File: src/rtl/switch_fifo_frame_reader.sv
// Read-side drain engine for the rx switch async FIFO: pops framed words from a
// first-word-fall-through head, enforces frame integrity and emits a registered valid/ready stream.
module switch_fifo_frame_reader #(
  parameter int pDataWidth = 64,
  parameter int pByteWidth = 3,
  parameter int pMaxWords  = 190,
  parameter int pCntWidth  = 16
) (
  input  logic                               iClk,
  input  logic                               iReset,
  input  logic                               iFifoEmpty,
  input  logic [pDataWidth+pByteWidth+1:0]   ivFifoData,
  output logic                               oFifoREn,
  output logic                               oValid,
  input  logic                               iReady,
  output logic [pDataWidth-1:0]              ovData,
  output logic [pByteWidth-1:0]              ovBytes,
  output logic                               oSof,
  output logic                               oEof,
  output logic                               oAbort,
  output logic                               oErr,
  output logic [pCntWidth-1:0]               qvFrameCnt,
  output logic [pCntWidth-1:0]               qvDropCnt
);

  localparam int pWordWidth = pDataWidth + pByteWidth + 2;
  localparam int pWcntWidth = $clog2(pMaxWords + 1);

  typedef enum logic [1:0] {
    ST_IDLE = 2'd0,
    ST_PASS = 2'd1,
    ST_DROP = 2'd2
  } state_t;

  state_t                  state_q, state_d;
  logic [pWcntWidth-1:0]   wcnt_q, wcnt_d;
  logic                    valid_q, valid_d;
  logic [pDataWidth-1:0]   data_q, data_d;
  logic [pByteWidth-1:0]   bytes_q, bytes_d;
  logic                    sof_q, sof_d;
  logic                    eof_q, eof_d;
  logic                    abort_q, abort_d;
  logic                    err_q, err_d;
  logic [pCntWidth-1:0]    frame_cnt_q, frame_cnt_d;
  logic [pCntWidth-1:0]    drop_cnt_q, drop_cnt_d;

  logic                    head_sof_s, head_eof_s;
  logic [pByteWidth-1:0]   head_bytes_s;
  logic [pDataWidth-1:0]   head_data_s;
  logic                    free_s, at_max_s, pop_s, load_s, drop_inc_s, frame_inc_s;
  logic                    ld_sof_s, ld_eof_s, ld_abort_s;
  logic [pDataWidth-1:0]   ld_data_s;
  logic [pByteWidth-1:0]   ld_bytes_s;

  assign head_sof_s   = ivFifoData[pWordWidth-1];
  assign head_eof_s   = ivFifoData[pWordWidth-2];
  assign head_bytes_s = ivFifoData[pDataWidth+pByteWidth-1:pDataWidth];
  assign head_data_s  = ivFifoData[pDataWidth-1:0];

  assign free_s      = !valid_q || iReady;
  assign at_max_s    = (wcnt_q == pWcntWidth'(pMaxWords));
  assign frame_inc_s = valid_q && iReady && eof_q && !abort_q;
  assign oFifoREn    = pop_s && !iReset;

  always_comb begin
    state_d    = state_q;
    wcnt_d     = wcnt_q;
    pop_s      = 1'b0;
    load_s     = 1'b0;
    ld_data_s  = head_data_s;
    ld_bytes_s = head_bytes_s;
    ld_sof_s   = 1'b0;
    ld_eof_s   = head_eof_s;
    ld_abort_s = 1'b0;
    err_d      = 1'b0;
    drop_inc_s = 1'b0;
    case (state_q)
      ST_IDLE: begin
        // Orphans are discarded even while the output is stalled.
        if (!iFifoEmpty && head_sof_s && free_s) begin
          pop_s    = 1'b1;
          load_s   = 1'b1;
          ld_sof_s = 1'b1;
          if (head_eof_s) begin
            state_d = ST_IDLE;
          end else begin
            wcnt_d  = pWcntWidth'(1);
            state_d = ST_PASS;
          end
        end else if (!iFifoEmpty && !head_sof_s) begin
          pop_s = 1'b1;
          err_d = 1'b1;
        end else begin
          pop_s = 1'b0;
        end
      end
      ST_PASS: begin
        if (!iFifoEmpty && free_s) begin
          if (head_sof_s || (at_max_s && !head_eof_s)) begin
            // Abort terminator; the offending head word stays in the FIFO.
            load_s     = 1'b1;
            ld_data_s  = {pDataWidth{1'b0}};
            ld_bytes_s = {pByteWidth{1'b0}};
            ld_eof_s   = 1'b1;
            ld_abort_s = 1'b1;
            drop_inc_s = 1'b1;
            state_d    = head_sof_s ? ST_IDLE : ST_DROP;
          end else begin
            pop_s  = 1'b1;
            load_s = 1'b1;
            if (head_eof_s) begin
              state_d = ST_IDLE;
            end else begin
              wcnt_d = wcnt_q + pWcntWidth'(1);
            end
          end
        end else begin
          pop_s = 1'b0;
        end
      end
      ST_DROP: begin
        if (!iFifoEmpty && head_sof_s) begin
          state_d = ST_IDLE;
        end else if (!iFifoEmpty) begin
          pop_s = 1'b1;
          if (head_eof_s) begin
            state_d = ST_IDLE;
          end else begin
            state_d = ST_DROP;
          end
        end else begin
          pop_s = 1'b0;
        end
      end
      default: begin
        state_d = ST_IDLE;
      end
    endcase
  end

  // Output register: load, drain on acceptance, or hold while stalled.
  always_comb begin
    valid_d = valid_q;
    data_d  = data_q;
    bytes_d = bytes_q;
    sof_d   = sof_q;
    eof_d   = eof_q;
    abort_d = abort_q;
    if (load_s) begin
      valid_d = 1'b1;
      data_d  = ld_data_s;
      bytes_d = ld_bytes_s;
      sof_d   = ld_sof_s;
      eof_d   = ld_eof_s;
      abort_d = ld_abort_s;
    end else if (free_s) begin
      valid_d = 1'b0;
    end else begin
      valid_d = valid_q;
    end
  end

  // Saturating frame and drop counters.
  always_comb begin
    frame_cnt_d = frame_cnt_q;
    drop_cnt_d  = drop_cnt_q;
    if (frame_inc_s && (frame_cnt_q != {pCntWidth{1'b1}})) begin
      frame_cnt_d = frame_cnt_q + pCntWidth'(1);
    end else begin
      frame_cnt_d = frame_cnt_q;
    end
    if (drop_inc_s && (drop_cnt_q != {pCntWidth{1'b1}})) begin
      drop_cnt_d = drop_cnt_q + pCntWidth'(1);
    end else begin
      drop_cnt_d = drop_cnt_q;
    end
  end

  // State, output and counter registers.
  always_ff @(posedge iClk or posedge iReset) begin
    if (iReset) begin
      state_q     <= ST_IDLE;
      wcnt_q      <= {pWcntWidth{1'b0}};
      valid_q     <= 1'b0;
      data_q      <= {pDataWidth{1'b0}};
      bytes_q     <= {pByteWidth{1'b0}};
      sof_q       <= 1'b0;
      eof_q       <= 1'b0;
      abort_q     <= 1'b0;
      err_q       <= 1'b0;
      frame_cnt_q <= {pCntWidth{1'b0}};
      drop_cnt_q  <= {pCntWidth{1'b0}};
    end else begin
      state_q     <= state_d;
      wcnt_q      <= wcnt_d;
      valid_q     <= valid_d;
      data_q      <= data_d;
      bytes_q     <= bytes_d;
      sof_q       <= sof_d;
      eof_q       <= eof_d;
      abort_q     <= abort_d;
      err_q       <= err_d;
      frame_cnt_q <= frame_cnt_d;
      drop_cnt_q  <= drop_cnt_d;
    end
  end

  assign oValid     = valid_q;
  assign ovData     = data_q;
  assign ovBytes    = bytes_q;
  assign oSof       = sof_q;
  assign oEof       = eof_q;
  assign oAbort     = abort_q;
  assign oErr       = err_q;
  assign qvFrameCnt = frame_cnt_q;
  assign qvDropCnt  = drop_cnt_q;

endmodule

File: config.mk
export PLATFORM = sky130hd
export DESIGN_NAME = switch_fifo_frame_reader
export DESIGN_NICKNAME = d
export VERILOG_FILES = /design/src/rtl/switch_fifo_frame_reader.sv
export SDC_FILE = /design/constraint.sdc
export NUM_CORES = 1
export LEC_CHECK = 0
export ABC_CLOCK_PERIOD_IN_PS = 4100
export BUFFER_PORTS_ARGS = -buffer_cell sky130_fd_sc_hd__buf_2
export CORE_ASPECT_RATIO = 1.5
export CORE_UTILIZATION = 49
export CTS_CLUSTER_DIAMETER = 120
export DETAILED_ROUTE_END_ITERATION = 8
export PLACE_DENSITY_LB_ADDON = 0.05
export SETUP_SLACK_MARGIN = 0.4
export SYNTH_ARGS = -nofsm -noshare
export SYNTH_HDL_FRONTEND = slang
export SYNTH_SLANG_ARGS = --single-unit
File: constraint.sdc
create_clock -name iClk -period 4.1 [get_ports iClk]
set_clock_uncertainty 0.2 [all_clocks]
set_input_delay 0 -clock iClk [delete_from_list [all_inputs] [get_ports iClk]]
set_output_delay 0 -clock iClk [all_outputs]
set_load 0.02 [all_outputs]
---- Word level (Yosys, flattened, before mapping) ----
Cells that the tools add are included.
W data, S select, Z words.
storage, ports and cells
  register bits ........................... 114
  input port bits ......................... 73
operators by class
  $add $sub $neg .......................... 3
  equal/unequal tests ..................... 12
  muxes and demuxes ....................... 43
  reductions and logical operators ........ 24
operator list
  operator                 count
  $mux W64                 3
  $mux W8                  5
  $add A16 B1 Y16 const B  2
  $ne A16 B16 Y1 const B   2
  $mux W1                  20
  $mux W2                  8
  $pmux W8 S2              1
  $logic_and A1 B1 Y1      11
  $ne A2 B2 Y1 const B     5
  $mux W3                  3
  $add A8 B1 Y8 const B    1
  $eq A8 B8 Y1 const B     1
  $logic_not A1 Y1         6
  $ne A3 B3 Y1 const B     2
  $pmux W2 S3              1
  $reduce_and A6 Y1        1
  $reduce_and A4 Y1        1
  $reduce_bool A2 Y1       2
  $pmux W1 S3              1
  $eq A2 B1 Y1 const B     1
  $eq A2 B2 Y1 const B     1
  $logic_not A2 Y1         1
  $logic_or A1 B1 Y1       2
  $pmux W1 S2              1

---- Logic depth before layout (Yosys ltp) ----
  word-level depth ........................ 7
  gate-level depth with buffers ........... 8
  gate-level depth less buffers ........... 7

---- Worst setup path after synthesis ----
Ideal clock, no wire load.
  path type ............................... flip-flop to flip-flop
  from .................................... register drop_cnt_q[6], in the netlist qvDropCnt[6]
  to ...................................... register drop_cnt_q[1], in the netlist qvDropCnt[1]
  library setup time ...................... 0.125 ns
  arrival ................................. 1.786 ns
  path slack .............................. 1.989 ns
  cell stages (with the launch flop) ...... 6
  buffers on the path ..................... 1
  clock period less this slack ............ 2.111 ns
  cells stage by stage .................... dfrtp_1 > and4_4 > nand4_4 > o311ai_4 > buf_6 > mux2_4
on the way
  longest elaborated chain between the ends .. 2
ends and longest elaborated chain
  item                    line  text
  from (decl)             45    logic [pCntWidth-1:0] drop_cnt_q, drop_cnt_d;
  from (signal assigned)  192   drop_cnt_q <= {pCntWidth{1'b0}};
  from (signal assigned)  204   drop_cnt_q <= drop_cnt_d;
  $ne A16 B16 Y1          172   if (drop_inc_s && (drop_cnt_q != {pCntWidth{1'b1}})) begin
  $logic_and A1 B1 Y1     172
Every way passes these cells.
A chain may end at the register's enable or synchronous reset.

---- Final worst setup path ----
  from .................................... register wcnt_q[0]
  to ...................................... register drop_cnt_q[12], in the netlist qvDropCnt[12]
on the way
  longest elaborated chain between the ends .. 7
ends and longest elaborated chain
  item                    line  text
  from (decl)             36    logic [pWcntWidth-1:0] wcnt_q, wcnt_d;
  from (signal assigned)  183   wcnt_q <= {pWcntWidth{1'b0}};
  from (signal assigned)  195   wcnt_q <= wcnt_d;
  $eq A8 B8 Y1            61    assign at_max_s = (wcnt_q == pWcntWidth'(pMaxWords));
  $logic_and A1 B1 Y1     99    if (head_sof_s || (at_max_s && !head_eof_s)) begin
  $logic_or A1 B1 Y1      99
  $mux W1                 99
  $mux W1                 98    if (!iFifoEmpty && free_s) begin
  $mux W1                 77    case (state_q)
  $logic_and A1 B1 Y1     172
Every way passes these cells.

==> impl_metrics.py <==
metrics = {
    "status": {
        "outcome": "finished with violations",
        "violations": "design-rule violations",
    },
    "synthesis": {
        "synth-edff-count": 0,
        "async_reset_ff_share_pct": 100,
        "yosys-top-cells-area": "dfrtp_1 57%, nand2_1 11%, a21oi_1 7.6%",
        "syn_area_per_cell_sq_um": 9.71,
        "ys_seq_elements": 114,
        "yosysMostFrequentCell": "nand2_1",
        "synth_top_area_cell": "dfrtp_1",
        "synth_nets": 590,
        "synth_area_sq_um": 4980,
        "seq_area_frac_synth_pct": 57.3,
        "ys_types": 47,
        "yosys.area.top_type_share_pct": 57.3,
        "synthCells": 513,
        "synth_ff_type": "dfrtp_1",
        "ys.warnings.count": 0,
        "ys_top_cells_by_count": "149 x nand2_1, 114 x dfrtp_1, 76 x a21oi_1",
    },
    "place": {
        "port-buffer-count": 177,
        "dpl.hpwl_mm": 8.26,
        "gp_congestion": 0.817,
    },
    "clock_tree": {
        "cts_tree": "done",
        "numCtsBuffers": 17,
        "clock_path_buffers": 2,
        "cts.sinks": 114,
        "insertion_delay_ns": 0.41,
        "path_clk_slew_ns": 0.05,
        "cts_resized": 0,
        "htree_levels": 4,
        "cts_setup_buffers": 0,
        "cts.root.buffer_cell": "clkbuf_16",
    },
    "timing": {
        "tns_ns": 0,
        "slew_viol_final": 0,
        "period_minus_slack_ns": 2.49,
        "hold_violations": 0,
        "max_freq_mhz": 402,
        "rsz0062_at_grt": "no",
        "post-route-period-util_pct": 60.6,
        "slew_headroom_pct": 33.0,
        "tightest_slew_ns": 1.01,
        "setup_viol": 0,
    },
    "layout": {
        "drive_above_1_share_pct": 29.5,
        "layout.nets": 840,
        "n_antenna_cell": 0,
        "fillers": 706,
        "area_growth_pct": 46.7,
        "multi_input_area_sq_um": 1980,
        "regArea_sq_um": 2850,
    },
    "critical_path": {
        "crit_chain": "inv_1 -> ha_1 -> nand4bb_1 -> o21bai_4 -> and2_2 -> buf_4 -> and3_1 -> a31oi_1",
        "crit_family": "simple AND/OR/NAND/NOR gates",
        "r2r_end": "qvDropCnt[12]",
        "cp_num_buf_inv": 2,
        "max_stage_delay_ns": 0.46,
        "path_max_fanout": 22,
        "slowest_stage": "and2_2",
        "reg2reg_depth": 8,
        "rr_startpoint": "wcnt_q[0]",
        "critPathCaptureType": "register",
        "arrival_ns": 2.56,
        "cp.required_ns": 4.17,
        "path_depth": 8,
        "critPathKind": "register to register",
        "start_kind": "register",
        "r2r_slack_ns": 1.61,
    },
    "route": {
        "dr.pass1.iters": 8,
        "drt-wirelength-per-cell_microns": 15.8,
        "antenna_left": 0,
        "route.met2.wl_mm": 7.31,
        "drtIter0Drc": 340,
        "finalWirelength_mm": 14.1,
        "drc": 12,
        "routed_via_density": 5.36,
        "routed.top_layer": "met4",
        "m1WireLength_mm": 5.38,
        "via_count": 4780,
        "met3_length_microns": 865,
    },
    "grt": {
        "grt_pass1_vias": 4787,
        "grt_pass1_wl_mm": 22.6,
        "grt-ovfl-total": 0,
        "antenna_found_initial": 0,
        "grt_max_degree": 84,
        "grt_usage_pct": 27.3,
    },
    "die": {
        "dieArea_sq_um": 10600,
        "start_util_pct": 50.8,
        "die_width_microns": 84.3,
        "placementRows": 44,
        "core-area_sq_um": 9800,
        "fp.dieH_microns": 125,
        "io-pin-count": 178,
    },
    "min_path": {
        "min_to": "ovBytes[2]",
        "hold_class": "primary input to register",
        "hold_depth": 4,
        "hp-start": "ivFifoData[66]",
    },
    "pwr": {
        "power_density_nw_per_um2": 579,
        "p_total_mw": 4.23,
        "ir_drop_uv": 425,
        "power_leakage_nw": 3.72,
        "clkPwrFrac_pct": 36.7,
        "pwr-share-comb_pct": 26.0,
        "cellInternalPower_mw": 2.84,
        "switching_share_pct": 32.8,
        "p_seq_share_pct": 37.3,
        "power.switching_mw": 1.39,
    },
    "run": {
        "cap_violations": 0,
    },
}
-- stage by stage --
stage	util [%]	setup WS, ns	hold WS (ns)	cells	instance area, sq um
after floorplan	-	0.884	-0.134	513	4980
after global routing	74.6	1.44	0.183	891	7310
after global placement	60.5	1.68	0.0341	784	5930
after detailed placement	60.5	1.63	0.0400	784	5930
after CTS	74.6	1.62	0.159	891	7310
final	74.6	1.61	0.176	891	7310
-- worst min-delay path, delay by kind of cell --
kind            cells  cell delay (ns)
compound gates      1             0.05
buf+inv             2             0.64
simple gates        1             0.04
-- how the worst max path moves through the flow --
stage	to	slack [ns]	start
finish	qvDropCnt[12]	1.61	wcnt_q[0]
global route	ovData[54]	1.44	state_q[1]
CTS	qvDropCnt[12]	1.62	wcnt_q[0]
detailed placement	qvDropCnt[12]	1.63	wcnt_q[0]
global placement	qvDropCnt[12]	1.68	wcnt_q[0]
floorplan	oAbort	0.88	iReset
-- power by group through the flow --
stage               sequential [mW]  combinational, mW  clock (mW)
floorplan                      1.85              0.378           0
global placement               1.58               1.01           0
detailed placement             1.59               1.03           0
CTS                            1.57               1.09        1.57
global route                   1.61               1.19        1.62
finish                         1.58               1.10        1.56
-- sequential cells by signal, indices dropped and copies added, names as in the netlist, 2 cells and up --
name and count:
wcnt_q 8, state_q 2, ovData 64, qvDropCnt 16, ovBytes 3, qvFrameCnt 16
-- logic make-up (layout without fill, tap and decap cells) --
logic type                 count (synthesis)  after routing  synth area share [%]
adders and majority gates                  4              4                  1.01
buffers and inverters                     33            296                  3.09
muxes                                      2              2                 0.528
and+or+nand+nor                          234            234                  22.0
xor gates and xnor gates                  28             28                  4.92
DFF                                      114            114                  57.3
AOI/OAI and AO/OA                         98             98                  11.2
-- cell usage in the layout (no fill, tap or decap), types with 4 or more instances in the layout --
cell           synthesis  layout
buf_2                 12     177
nand2_1              149     148
dfrtp_1              114     114
a21oi_1               76      76
dlygate4sd3_1          0      75
nor2_1                20      20
xor2_1                18      18
clkbuf_16              0      17
nand3_1               14      14
xnor2_1               10      10
nand4_1                8       8
o21ai_0                8       8
nor3_1                 7       7
inv_1                  7       6
nor4_1                 5       5
buf_4                  0       5
o31ai_1                4       4
or3_1                  4       4
ha_1                   4       4
clkinv_2               0       4
bufinv_16              0       4
-- metal layers --
metal	up-vias	track usage, %
met5	-	0
met4	0	14.0
met3	45	6.86
met2	208	47.3
met1	2292	30.9
li1	2235	-
-- cell type report --
type,instances,share of cell area [%]
Tap cell,115,1.97
Inverter,7,0.394
Sequential cell,114,39.0
Clock inverter,10,2.12
Timing Repair Buffer,257,22.9
Multi-Input combinational cell,366,27.1
Clock buffer,22,6.49
-- what timing repair did --
item                       CTS  global route
hold buffers                75             0
hold endpoints to repair   163             0
setup endpoints to repair    0             0
Power figures use the tool's default switching activity.
